$ cat config.mk
export PLATFORM = sky130hd
export DESIGN_NAME = boot_seq_ctrl
export DESIGN_NICKNAME = d
export VERILOG_FILES = /design/src/rtl/boot_seq_ctrl.sv
export SDC_FILE = /design/constraint.sdc
export NUM_CORES = 1
export LEC_CHECK = 0
export ABC_AREA = 1
export CORE_MARGIN = 3
export CORE_UTILIZATION = 60
export CTS_CLUSTER_SIZE = 20
export DETAILED_ROUTE_END_ITERATION = 7
export PLACE_DENSITY = 0.92
export SYNTH_ARGS = -nofsm -noshare
export SYNTH_HDL_FRONTEND = slang
export SYNTH_SLANG_ARGS = --single-unit
$ cat constraint.sdc
create_clock -name clk -period 4.1 [get_ports clk]
set_input_delay 0.615 -clock clk [delete_from_list [all_inputs] [get_ports clk]]
set_output_delay 0.615 -clock clk [all_outputs]
set_load 0.05 [all_outputs]
$ cat src/rtl/boot_seq_ctrl.sv
// Boot sequencer: holds the SoC in reset, optionally waits for a loader,
// enables instruction fetch, then watches GPIO for an exit code or a watchdog timeout.
module boot_seq_ctrl #(
  parameter int unsigned RST_HOLD_CYCLES = 10,
  parameter int unsigned FETCH_DELAY     = 4,
  parameter logic [31:0] TIMEOUT_CYCLES  = 32'd1000000
) (
  input  logic        clk,
  input  logic        rst,
  input  logic        start_i,
  input  logic        abort_i,
  input  logic [1:0]  load_mode_i,
  input  logic        load_done_i,
  input  logic        load_err_i,
  input  logic [31:0] gpio_out_i,
  output logic        soc_rst_n_o,
  output logic        fetch_enable_o,
  output logic        busy_o,
  output logic        done_o,
  output logic [1:0]  exit_code_o,
  output logic [7:0]  gpio_code_o,
  output logic [2:0]  state_o
);

  typedef enum logic [2:0] {
    S_IDLE      = 3'd0,
    S_RST_HOLD  = 3'd1,
    S_LOAD_WAIT = 3'd2,
    S_FETCH_DLY = 3'd3,
    S_RUN       = 3'd4,
    S_DONE      = 3'd5
  } state_e;

  localparam logic [1:0] EXIT_OK   = 2'b00;
  localparam logic [1:0] EXIT_FAIL = 2'b01;
  localparam logic [1:0] EXIT_NONE = 2'b10;
  localparam logic [1:0] EXIT_ERR  = 2'b11;

  // A zero-length phase still occupies one cycle, so the last count index is clamped at 0.
  localparam logic [31:0] HOLD_LAST  = (RST_HOLD_CYCLES == 0) ? 32'd0 : 32'(RST_HOLD_CYCLES - 1);
  localparam logic [31:0] FETCH_LAST = (FETCH_DELAY == 0) ? 32'd0 : 32'(FETCH_DELAY - 1);

  state_e      state_q, state_d;
  logic [1:0]  mode_q, mode_d;
  logic [31:0] cnt_q, cnt_d;
  logic [31:0] wdog_q, wdog_d;
  logic [1:0]  exit_q, exit_d;
  logic [7:0]  gpio_code_q, gpio_code_d;
  logic        soc_rst_n_q, soc_rst_n_d;
  logic        fetch_en_q, fetch_en_d;
  logic        busy_q, busy_d;
  logic        done_q, done_d;

  logic [31:0] wdog_inc;
  logic        wdog_hit;
  logic        unused_gpio;

  assign unused_gpio = ^gpio_out_i[31:8];

  always_comb begin
    state_d     = state_q;
    mode_d      = mode_q;
    cnt_d       = cnt_q;
    wdog_d      = wdog_q;
    exit_d      = exit_q;
    gpio_code_d = gpio_code_q;

    // Saturating increment; the limit compares against the value this cycle would reach.
    wdog_inc = (wdog_q == 32'hFFFF_FFFF) ? wdog_q : wdog_q + 32'd1;
    wdog_hit = (TIMEOUT_CYCLES != 32'd0) && (wdog_inc >= TIMEOUT_CYCLES);

    if (abort_i) begin
      state_d = S_IDLE;
      exit_d  = EXIT_NONE;
    end else begin
      case (state_q)
        S_IDLE, S_DONE: begin
          if (start_i) begin
            state_d = S_RST_HOLD;
            mode_d  = load_mode_i;
            cnt_d   = 32'd0;
            wdog_d  = 32'd0;
            exit_d  = EXIT_NONE;
          end
        end
        S_RST_HOLD: begin
          if (cnt_q >= HOLD_LAST) begin
            cnt_d   = 32'd0;
            state_d = (mode_q != 2'b00) ? S_LOAD_WAIT : S_FETCH_DLY;
          end else begin
            cnt_d = cnt_q + 32'd1;
          end
        end
        S_LOAD_WAIT: begin
          wdog_d = wdog_inc;
          if (load_err_i || wdog_hit) begin
            state_d = S_DONE;
            exit_d  = EXIT_ERR;
          end else if (load_done_i) begin
            state_d = S_FETCH_DLY;
          end
        end
        S_FETCH_DLY: begin
          wdog_d = wdog_inc;
          if (wdog_hit) begin
            state_d = S_DONE;
            exit_d  = EXIT_ERR;
          end else if (cnt_q >= FETCH_LAST) begin
            state_d = S_RUN;
          end else begin
            cnt_d = cnt_q + 32'd1;
          end
        end
        S_RUN: begin
          wdog_d = wdog_inc;
          // GPIO completion outranks a watchdog hit in the same cycle.
          if (gpio_out_i[7]) begin
            state_d     = S_DONE;
            gpio_code_d = gpio_out_i[7:0];
            exit_d      = (gpio_out_i[7:0] == 8'hFF) ? EXIT_OK : EXIT_FAIL;
          end else if (wdog_hit) begin
            state_d = S_DONE;
            exit_d  = EXIT_ERR;
          end
        end
        default: begin
          state_d = S_IDLE;
          exit_d  = EXIT_NONE;
        end
      endcase
    end

    soc_rst_n_d = (state_d == S_LOAD_WAIT) || (state_d == S_FETCH_DLY) ||
                  (state_d == S_RUN) || (state_d == S_DONE);
    busy_d      = (state_d == S_RST_HOLD) || (state_d == S_LOAD_WAIT) ||
                  (state_d == S_FETCH_DLY) || (state_d == S_RUN);
    done_d      = (state_d == S_DONE);
    // Fetch stays enabled into DONE only if the core was actually running.
    fetch_en_d  = (state_d == S_RUN) || ((state_d == S_DONE) && fetch_en_q);
  end

  always_ff @(posedge clk) begin
    if (rst) begin
      state_q     <= S_IDLE;
      mode_q      <= 2'b00;
      cnt_q       <= 32'd0;
      wdog_q      <= 32'd0;
      exit_q      <= EXIT_NONE;
      gpio_code_q <= 8'h00;
      soc_rst_n_q <= 1'b0;
      fetch_en_q  <= 1'b0;
      busy_q      <= 1'b0;
      done_q      <= 1'b0;
    end else begin
      state_q     <= state_d;
      mode_q      <= mode_d;
      cnt_q       <= cnt_d;
      wdog_q      <= wdog_d;
      exit_q      <= exit_d;
      gpio_code_q <= gpio_code_d;
      soc_rst_n_q <= soc_rst_n_d;
      fetch_en_q  <= fetch_en_d;
      busy_q      <= busy_d;
      done_q      <= done_d;
    end
  end

  assign soc_rst_n_o    = soc_rst_n_q;
  assign fetch_enable_o = fetch_en_q;
  assign busy_o         = busy_q;
  assign done_o         = done_q;
  assign exit_code_o    = exit_q;
  assign gpio_code_o    = gpio_code_q;
  assign state_o        = state_q;

endmodule

==> results.cfg, run 1 <==
[outcome]
status = finished clean

[finish]
stdcell_count = 869
nFillCells = 624
num_antenna_cells = 0
area_delta_synth_final_pct = 12.2
drive_above_1_share_pct = 6.88
nNetsFinal = 809
final_area_mm2 = 0.00518

[synth]
synthCells = 741
yosys.area.top_type = dfxtp_1
synth-seq-area-share_pct = 36.0
synth-main-ff-cell = dfxtp_1
ys_types = 36
synth_top_area_share_pct = 36.0
avgSynthCellArea_um2 = 6.23
async_flop_share_pct = 0
syn_area_mm2 = 0.00461
yosysWarningCount = 0
syn_nets = 785
synthTopCellsByArea = dfxtp_1, nand2_1, nor2_1
postSynthRegisterBits = 83
synth_edf_count = 0

[worst_hold_path]
hp-start = cnt_q[6]$_SDFFE_PP0P_
whs_endpoint = cnt_q[6]$_SDFFE_PP0P_
worstHoldPathType = register to register
hold_depth = 2

[critical_path]
r2r_start = wdog_q[0]$_SDFFE_PP0P_
critPathKind = register to register
r2r_slack_ns = 0.66
critPathRequiredTime_ns = 4.34
critPathMaxFanout = 34
reg2reg_to = cnt_q[0]$_SDFFE_PP0P_
cp-end-kind = register
startpoint_type = register
r2r_cells = 18
arrival_ns = 3.68
startpoint = wdog_q[0]$_SDFFE_PP0P_

[cts]
cts.clk_slew.worst_paths_ns = 0.09
cts_made_buffers = 9
clock-sinks = 83
postCtsSetupBuffers = 0
cts_max_path_buffers = 2
root_buffer = clkbuf_8
htreeDepth = 3
cts_resized = 0
cts_tree = yes
postCtsHoldBufs = 0
insertion_delay_ns = 0.36

[detailed_routing]
post_drt_wl_per_cell_um = 12.7
initialDrtViolationCount = 385
firstDrtPassIters = 6
vias = 4678
wirelength_mm = 11.0
ant_nets = 0
viasPerCell = 5.38
drcViolationCount = 0

[pwr]
switching_share_pct = 25.5
power_frac_seq_pct = 53.5
p_int_mw = 1.13
peakVddDrop_v = 0.000262
finalPower_mw = 1.52
clkPwrFrac_pct = 40.7
power_density_mw_per_mm2 = 294
p_comb_share_pct = 5.8
p_leak_nw = 2.11
p_sw_mw = 0.387

[sta]
worst_pin_slew_ns = 0.695
skew_ns = 0.0173
finalSetupViolations = 0
relSlewSlack_pct = 53.7
hold_viol_final = 0
tns_ns = 0
rsz0062_at_grt = no
setup_slack_ns = 0.661
drv_slew = 0
max_freq_ghz = 0.291
fin_crit_sh_pct = 83.9
fin_crit_ns = 3.44

[floorplan]
core_area_mm2 = 0.00737
fp.dieArea_mm2 = 0.00878
fp-row-count = 31
die_w_um = 93.7
start_util_pct = 62.6
fp.dieH_um = 93.7
io_pins = 57

[global_routing]
grt_overflow_total = 0
grt_pass1_wl_mm = 18.5
grt_max_degree = 68
antenna_found_initial = 0
grt.total_usage_pct = 25.8
grt_pass1_vias = 4352

[run]
drv_cap = 0

[placed_design]
placedInstanceArea_mm2 = 0.00497
gp_congestion = 0.968
place_hpwl_mm = 8.08
numPlacedInstances = 853
port_buffers = 32
pre_cts_ws_ns = 0.672
worst max-delay path, cell delays in order (launching register included):
cell,delay [ns]
dfxtp_1,0.47
ha_1,0.40
inv_2,0.11
nor2_4,0.21
nand2_2,0.14
nor2_8,0.20
nand2_4,0.22
inv_2,0.27
nor2_1,0.07
nand2_1,0.08
nor2_1,0.07
nand3_1,0.08
nand3_1,0.08
nand2_1,0.14
nand2_4,0.09
nand2_4,0.09
nand2_4,0.20
o21ai_2,0.33
a21oi_1,0.07
cells in the final DEF, fill, tap and decap left out, types with 5 or more instances in the layout:
master,synthesis,final
a21oi_1,41,41
clkbuf_8,0,9
clkdlybuf4s50_1,0,31
dfxtp_1,83,83
inv_1,61,61
nand2_1,245,245
nand2_2,8,8
nand3_1,41,41
nand3b_1,8,8
nand4_1,11,11
nor2_1,139,138
nor2_2,9,10
nor3_1,6,6
o21ai_0,28,28
o21bai_1,5,5
stage by stage:
stage | utilization, % | hold slack (ns)
2_1_floorplan | - | 0.417
3_3_place_gp | 67.5 | 0.426
3_5_place_dp | 67.5 | 0.429
4_1_cts | 70.2 | 0.443
5_1_grt | 70.2 | 0.463
6_report | 70.2 | 0.441
cell usage after synthesis, types with 2 or more instances:
cell,instances
nor2_1,139
buf_1,3
nand2_2,8
nor3_1,6
xnor2_1,2
a21oi_1,41
o21ai_0,28
nand4_1,11
inv_2,2
xor2_1,4
nor2_4,3
nor4_1,4
o21bai_1,5
inv_1,61
buf_2,4
buf_6,2
dfxtp_1,83
ha_1,4
nand3_1,41
nand2_1,245
nand2_4,4
nor2_2,9
clkbuf_1,12
nand3b_1,8
sequential cells by signal, indices dropped and copies added (netlist names):
register / cells
cnt_q: 32
mode_q: 2
wdog_q: 32
busy_o: 1
exit_code_o: 2
state_o: 3
done_o: 1
fetch_enable_o: 1
soc_rst_n_o: 1
gpio_code_o: 8
cell families (layout without fill, tap and decap cells):
group	Yosys count	in the layout	share of synthesized area [%]
compound gates	79	79	9.19
xor+xnor	6	6	1.14
flops	83	83	36.0
buf+inv	85	114	7.43
fa+ha+maj	4	4	1.08
simple gates	484	484	45.1
final cells by class:
class                      count  area (µm²)  area share [%]
clock inverter                 7        81.3            1.57
inverter                      63         236            4.57
multi-input combinational    573        2610            50.4
timing repair buffer          35         338            6.53
tap                           99         124            2.39
clock buffer                   9         124            2.39
sequential                    83        1660            32.1
how the worst max path moves through the flow:
| stage | end | slack [ns] | depth (start not counted) |
|---|---|---|---|
| 2_1_floorplan | exit_code_o[1]$_SDFFE_PP1P_ | 1.53 | 22 |
| 3_3_place_gp | cnt_q[3]$_SDFFE_PP0P_ | 0.81 | 19 |
| 3_5_place_dp | cnt_q[3]$_SDFFE_PP0P_ | 0.67 | 19 |
| 4_1_cts | cnt_q[0]$_SDFFE_PP0P_ | 0.68 | 18 |
| 5_1_grt | cnt_q[0]$_SDFFE_PP0P_ | 0.33 | 18 |
| 6_report | cnt_q[0]$_SDFFE_PP0P_ | 0.66 | 18 |
power by group through the flow:
| stage | logic [mW] | registers [mW] | clock network, mW |
|---|---|---|---|
| finish | 0.0875 | 0.814 | 0.620 |
| global route | 0.0970 | 0.815 | 0.659 |
| CTS | 0.0874 | 0.814 | 0.633 |
| detailed placement | 0.0866 | 0.833 | 0 |
| global placement | 0.0831 | 0.832 | 0 |
| floorplan | 0.0515 | 0.837 | 0 |
metal layers:
layer,part of all wire [%],routed length [µm],track usage [%]
met1,44,4800,31.8
met2,50,5570,45.6
met3,4.6,509,5.13
met4,1.4,153,7.22
met5,0,0,0
No activity file was read; power rests on OpenSTA's default activity.
==> run 2, diff against run 1 <==
--- a/config.mk
+++ b/config.mk
@@ -7,10 +7,10 @@
 export LEC_CHECK = 0
 export ABC_AREA = 1
 export CORE_MARGIN = 3
-export CORE_UTILIZATION = 60
+export CORE_UTILIZATION = 51
 export CTS_CLUSTER_SIZE = 20
 export DETAILED_ROUTE_END_ITERATION = 7
-export PLACE_DENSITY = 0.92
+export PLACE_DENSITY = 0.84
 export SYNTH_ARGS = -nofsm -noshare
 export SYNTH_HDL_FRONTEND = slang
 export SYNTH_SLANG_ARGS = --single-unit
==> constraint.sdc (replaced) <==
create_clock -name clk -period 3 [get_ports clk]
set_input_delay 0.45 -clock clk [delete_from_list [all_inputs] [get_ports clk]]
set_output_delay 0.45 -clock clk [all_outputs]
set_load 0.05 [all_outputs]
==> run 2 against run 1 <==
Net effect:
- utilization decreased by 9.6 points
- via count decreased by 1.6%
- power increased by 35%
- clock power increased by 32%
- critical endpoint is now exit_code_o[1]$_SDFFE_PP1P_
- highest routed layer unchanged
==> results.cfg, run 2 (synthesis gave the netlist of run 1 again) <==
[floorplan]
core_area_mm2 = 0.00876
fp-row-count = 34
io_pins = 57
die_w_um = 101
start_util_pct = 52.6
fp.dieH_um = 101
fp.dieArea_mm2 = 0.0102

[global_routing]
grt.total_usage_pct = 22.7
grt_overflow_total = 0
met3_usage_pct = 5.40
grtUsageMet1_pct = 27.2
grt_pass1_vias = 4336
antenna_found_initial = 0
grt_max_degree = 50
grt_pass1_wl_mm = 18.8
grt.busiest_layer = met2
use_met2_pct = 40.0

[critical_path]
reg2reg_to = exit_code_o[1]$_SDFFE_PP1P_
r2r_cells = 19
critPathMaxFanout = 5
r2r_start = wdog_q[9]$_SDFFE_PP0P_
critPathRequiredTime_ns = 3.26
r2r_slack_ns = 0.24
cp-end-kind = register
critPathKind = register to register
startpoint_type = register
worst_path_max_delay_cell = dfxtp_1
cpPeakStageDelay_ns = 0.42
critPathMostFrequentCell = nand2_1
cp_cell_sequence = nand2_1, nor2_1, nand2_1, nor2_2, nand2_1, nand2_1, nand2_1, nor2_1, nand2_1, nor2_1, nand3_2, nor2_4, nand3_1, nor2_2, inv_1, nand3_2, inv_1, o21ai_0, nand3_1
arrival_ns = 3.01

[finish]
ff_latch_area_mm2 = 0.00166
final_area_mm2 = 0.00531
multi_input_area_mm2 = 0.00267
area_delta_synth_final_pct = 15.2
final_cell_mix = nand2_1, nor2_1, dfxtp_1
nFillCells = 818
num_antenna_cells = 0
nNetsFinal = 817
drive_above_1_share_pct = 9.13
final_common_cell = nand2_1

[run]
drv_cap = 0

[worst_hold_path]
hp-start = cnt_q[23]$_SDFFE_PP0P_
whs_endpoint = cnt_q[23]$_SDFFE_PP0P_
hold_depth = 2
worstHoldPathType = register to register

[detailed_routing]
firstDrtPassIters = 5
viasPerCell = 5.20
vias = 4603
drcViolationCount = 0
initialDrtViolationCount = 315
ant_nets = 0
wirelength_mm = 11.2
post_drt_wl_per_cell_um = 12.6

[cts]
htreeDepth = 3
postCtsHoldBufs = 0
cts.clk_slew.worst_paths_ns = 0.10
root_buffer = clkbuf_8
cts_made_buffers = 9
cts_tree = yes
clock-sinks = 83
insertion_delay_ns = 0.37
cts_max_path_buffers = 2

[pwr]
clkPwrFrac_pct = 39.8
power_frac_seq_pct = 54.2
p_comb_share_pct = 6.0
peakVddDrop_v = 0.000286
p_int_mw = 1.48
p_sw_mw = 0.571
power_density_mw_per_mm2 = 386
switching_share_pct = 27.8
p_leak_nw = 2.16

[outcome]
status = finished clean

[placed_design]
port_buffers = 32
pre_cts_ws_ns = 0.130
place_hpwl_mm = 8.32
placedInstanceArea_mm2 = 0.00504
gp_congestion = 0.915

[sta]
max_freq_ghz = 0.363
relSlewSlack_pct = 62.6
drv_slew = 0
fin_crit_ns = 2.76
fin_crit_sh_pct = 91.9
hold_viol_final = 0
skew_ns = 0.00922
setup_slack_ns = 0.243
finalSetupViolations = 0
tns_ns = 0
worst_pin_slew_ns = 0.557
[run 2: changes by cell type in the layout (fill, tap and decap cells not counted), sizes merged]
| cell | change |
|---|---|
| buf | +8 |
| inv | -1 |
| clkinv | +2 |
| bufinv | -1 |
[run 2: layout make-up]
| type | count | area share [%] |
|---|---|---|
| Sequential cell | 83 | 31.3 |
| Inverter | 63 | 4.50 |
| Clock inverter | 7 | 1.44 |
| Multi-Input combinational cell | 573 | 50.3 |
| Tap cell | 108 | 2.54 |
| Timing Repair Buffer | 43 | 7.56 |
| Clock buffer | 9 | 2.33 |
[run 2: worst max-delay path by stage]
stage	cells past startpoint	slack (ns)	end	start
3_3_place_gp	19	0.23	cnt_q[3]$_SDFFE_PP0P_	wdog_q[1]$_SDFFE_PP0P_
5_1_grt	19	-0.02	exit_code_o[1]$_SDFFE_PP1P_	wdog_q[9]$_SDFFE_PP0P_
6_report	19	0.24	exit_code_o[1]$_SDFFE_PP1P_	wdog_q[9]$_SDFFE_PP0P_
4_1_cts	19	0.09	cnt_q[30]$_SDFFE_PP0P_	wdog_q[1]$_SDFFE_PP0P_
2_1_floorplan	22	0.43	exit_code_o[1]$_SDFFE_PP1P_	wdog_q[0]$_SDFFE_PP0P_
3_5_place_dp	19	0.13	cnt_q[30]$_SDFFE_PP0P_	wdog_q[1]$_SDFFE_PP0P_
[run 2: what timing repair did]
item	in CTS	in global routing
setup buffers	0	0
setup endpoints to repair	0	31
resized for setup	0	20
[run 2: worst max-delay path, delay by kind of cell, from the launching register on]
family          cells  cell delay, ns
compound gates      1            0.06
simple gates       16            2.06
flops               1            0.42
buf+inv             2            0.13
[run 2: power by group through the flow]
stage | logic (mW) | clock network (mW) | registers (mW)
after detailed placement | 0.120 | 0 | 1.14
after global placement | 0.117 | 0 | 1.14
final | 0.124 | 0.817 | 1.11
after CTS | 0.121 | 0.833 | 1.11
after global routing | 0.136 | 0.881 | 1.11
after floorplan | 0.0704 | 0 | 1.14
[run 2: metrics by stage]
step                cells  total power [mW]  util [%]  hold WS (ns)
CTS                   886              2.07      59.8         0.444
finish                886              2.05      60.6         0.441
detailed placement    870              1.26      57.5         0.428
global route          886              2.13      60.6         0.459
floorplan             741              1.21         -         0.417
global placement      870              1.25      57.5         0.425
[run 2: per-layer routing]
layer | share of wire, % | vias up
met5 | 0 | -
met4 | 1.9 | 0
met3 | 5.7 | 22
met2 | 49 | 110
met1 | 44 | 2070
li1 | - | 2401
==> run 3, diff against run 2 <==
--- a/config.mk
+++ b/config.mk
@@ -7,10 +7,10 @@
 export LEC_CHECK = 0
 export ABC_AREA = 1
 export CORE_MARGIN = 3
-export CORE_UTILIZATION = 51
+export CORE_UTILIZATION = 30
 export CTS_CLUSTER_SIZE = 20
 export DETAILED_ROUTE_END_ITERATION = 7
-export PLACE_DENSITY = 0.84
+export PLACE_DENSITY = 0.57
 export SYNTH_ARGS = -nofsm -noshare
 export SYNTH_HDL_FRONTEND = slang
 export SYNTH_SLANG_ARGS = --single-unit
==> run 3 against run 2 <==
Net effect:
- sequential cell count did not move
- clock skew fell by 0.0027 ns
- sequential power barely moved
- combinational power barely moved
- highest routed layer unchanged
==> results.cfg, run 3 (synthesis gave the netlist of run 1 again) <==
[cts]
cts.clk_slew.worst_paths_ns = 0.06
cts_made_buffers = 9
clock-sinks = 83
cts_max_path_buffers = 2
cts_tree = yes
insertion_delay_ns = 0.35
htreeDepth = 3
root_buffer = clkbuf_16

[detailed_routing]
vias = 4494
post_drt_wl_per_cell_um = 12.1
drcViolationCount = 0
drt-met1-wl_mm = 5.69
viasPerCell = 4.64
firstDrtPassIters = 4
wirelength_mm = 11.7
wl_met2_mm = 5.18
initialDrtViolationCount = 295
top_layer = met4
ant_nets = 0
wl_met3_um = 651

[run]
drv_cap = 0

[critical_path]
critical_path.top_delay_family = simple AND/OR/NAND/NOR gates
arrival_ns = 3.00
cp-end-kind = register
startpoint_type = register
critPathRequiredTime_ns = 3.27
critPathKind = register to register
critPathMaxFanout = 15
worst_path_max_delay_cell = dfxtp_1
cp_cell_sequence = nand2_1, nor2_1, nand2_1, nor2_1, nand3_1, nand2_1, nand3_1, nor2_1, nand3_2, nor2_4, nand2_4, nand2_4, nand2_4, buf_4, a211oi_2
path_buf_inv = 1
cpPeakStageDelay_ns = 0.41

[global_routing]
grt_max_degree = 44
grt_pass1_vias = 4152
grt_overflow_total = 0
grt.total_usage_pct = 14.6
antenna_found_initial = 0
grt_pass1_wl_mm = 19.9

[floorplan]
io_pins = 57
die_w_um = 130
fp.dieArea_mm2 = 0.0169
fp-row-count = 44
fp.dieH_um = 130
start_util_pct = 31.2
core_area_mm2 = 0.0148

[sta]
drv_slew = 0
rsz0062_at_grt = no
max_freq_ghz = 0.367
worst_pin_slew_ns = 0.528
hold_viol_final = 0
finalSetupViolations = 0
fin_crit_sh_pct = 90.9
skew_ns = 0.00650
relSlewSlack_pct = 64.7
setup_slack_ns = 0.273
fin_crit_ns = 2.73
tns_ns = 0

[placed_design]
gp_congestion = 0.893
place_hpwl_mm = 8.59
pre_cts_ws_ns = 0.180
port_buffers = 32

[pwr]
p_int_mw = 1.72
p_leak_nw = 2.21
switching_share_pct = 24.7
peakVddDrop_v = 0.000344
power_density_mw_per_mm2 = 413
power_frac_seq_pct = 48.8
p_comb_share_pct = 5.4
clkPwrFrac_pct = 45.8
finalPower_mw = 2.28
p_sw_mw = 0.564

[finish]
nNetsFinal = 825
drive_above_1_share_pct = 9.55
num_antenna_cells = 0
final_cell_mix = nand2_1, nor2_1, dfxtp_1
area_delta_synth_final_pct = 19.6
final_common_cell = nand2_1

[outcome]
status = finished clean

[worst_hold_path]
worstHoldPathType = register to register
==> run 3: repair_timing <==
| item | in CTS | in global routing |
|---|---|---|
| gates resized for setup | 0 | 12 |
| hold buffers | 0 | 0 |
| setup endpoints to repair | 0 | 30 |
| buffers inserted | 0 | 0 |
==> run 3: routing by layer <==
layer,vias to the layer above,track usage [%]
met2,77,22.8
li1,2418,-
met4,0,4.95
met3,14,4.34
met5,-,0
met1,1985,19.2
==> run 3: worst paths after layout <==
kind                            endpoint  cells past startpoint                   start  slack (ns)
setup / recovery   cnt_q[1]$_SDFFE_PP0P_                     15  wdog_q[7]$_SDFFE_PP0P_        0.27
setup reg to reg   cnt_q[1]$_SDFFE_PP0P_                     15  wdog_q[7]$_SDFFE_PP0P_        0.27
hold / removal    cnt_q[13]$_SDFFE_PP0P_                      2  cnt_q[13]$_SDFFE_PP0P_        0.44
hold reg to reg   cnt_q[13]$_SDFFE_PP0P_                      2  cnt_q[13]$_SDFFE_PP0P_        0.44
==> run 3: worst reg2reg max path: stages (launching register included) <==
cell	delay, ns
dfxtp_1	0.41
nand2_1	0.16
nor2_1	0.19
nand2_1	0.14
nor2_1	0.26
nand3_1	0.11
nand2_1	0.10
nand3_1	0.08
nor2_1	0.15
nand3_2	0.14
nor2_4	0.18
nand2_4	0.09
nand2_4	0.08
nand2_4	0.12
buf_4	0.22
a211oi_2	0.21
==> run 3: power groups by stage <==
stage / clock (mW) / sequential (mW) / combinational (mW)
after detailed placement: 0 / 1.14 / 0.124
after floorplan: 0 / 1.14 / 0.0704
after CTS: 1.09 / 1.11 / 0.125
after global placement: 0 / 1.14 / 0.124
after global routing: 1.13 / 1.11 / 0.138
final: 1.05 / 1.11 / 0.123
==> run 3: layout make-up <==
| class | instances | area, µm² |
|---|---|---|
| Tap cell | 184 | 230 |
| Inverter | 63 | 239 |
| Clock buffer | 9 | 225 |
| Sequential cell | 83 | 1660 |
| Fill cell | 1613 | 9290 |
| Clock inverter | 6 | 48.8 |
| Timing Repair Buffer | 51 | 458 |
| Multi-Input combinational cell | 573 | 2660 |
==> run 3: per-stage QoR <==
stage / instances / utilization [%] / hold slack [ns] / area [µm²]
floorplan: 741 / - / 0.417 / 4610
global placement: 954 / 35.1 / 0.425 / 5200
detailed placement: 954 / 35.1 / 0.428 / 5200
CTS: 969 / 36.9 / 0.439 / 5470
global route: 969 / 37.3 / 0.455 / 5520
finish: 969 / 37.3 / 0.436 / 5520
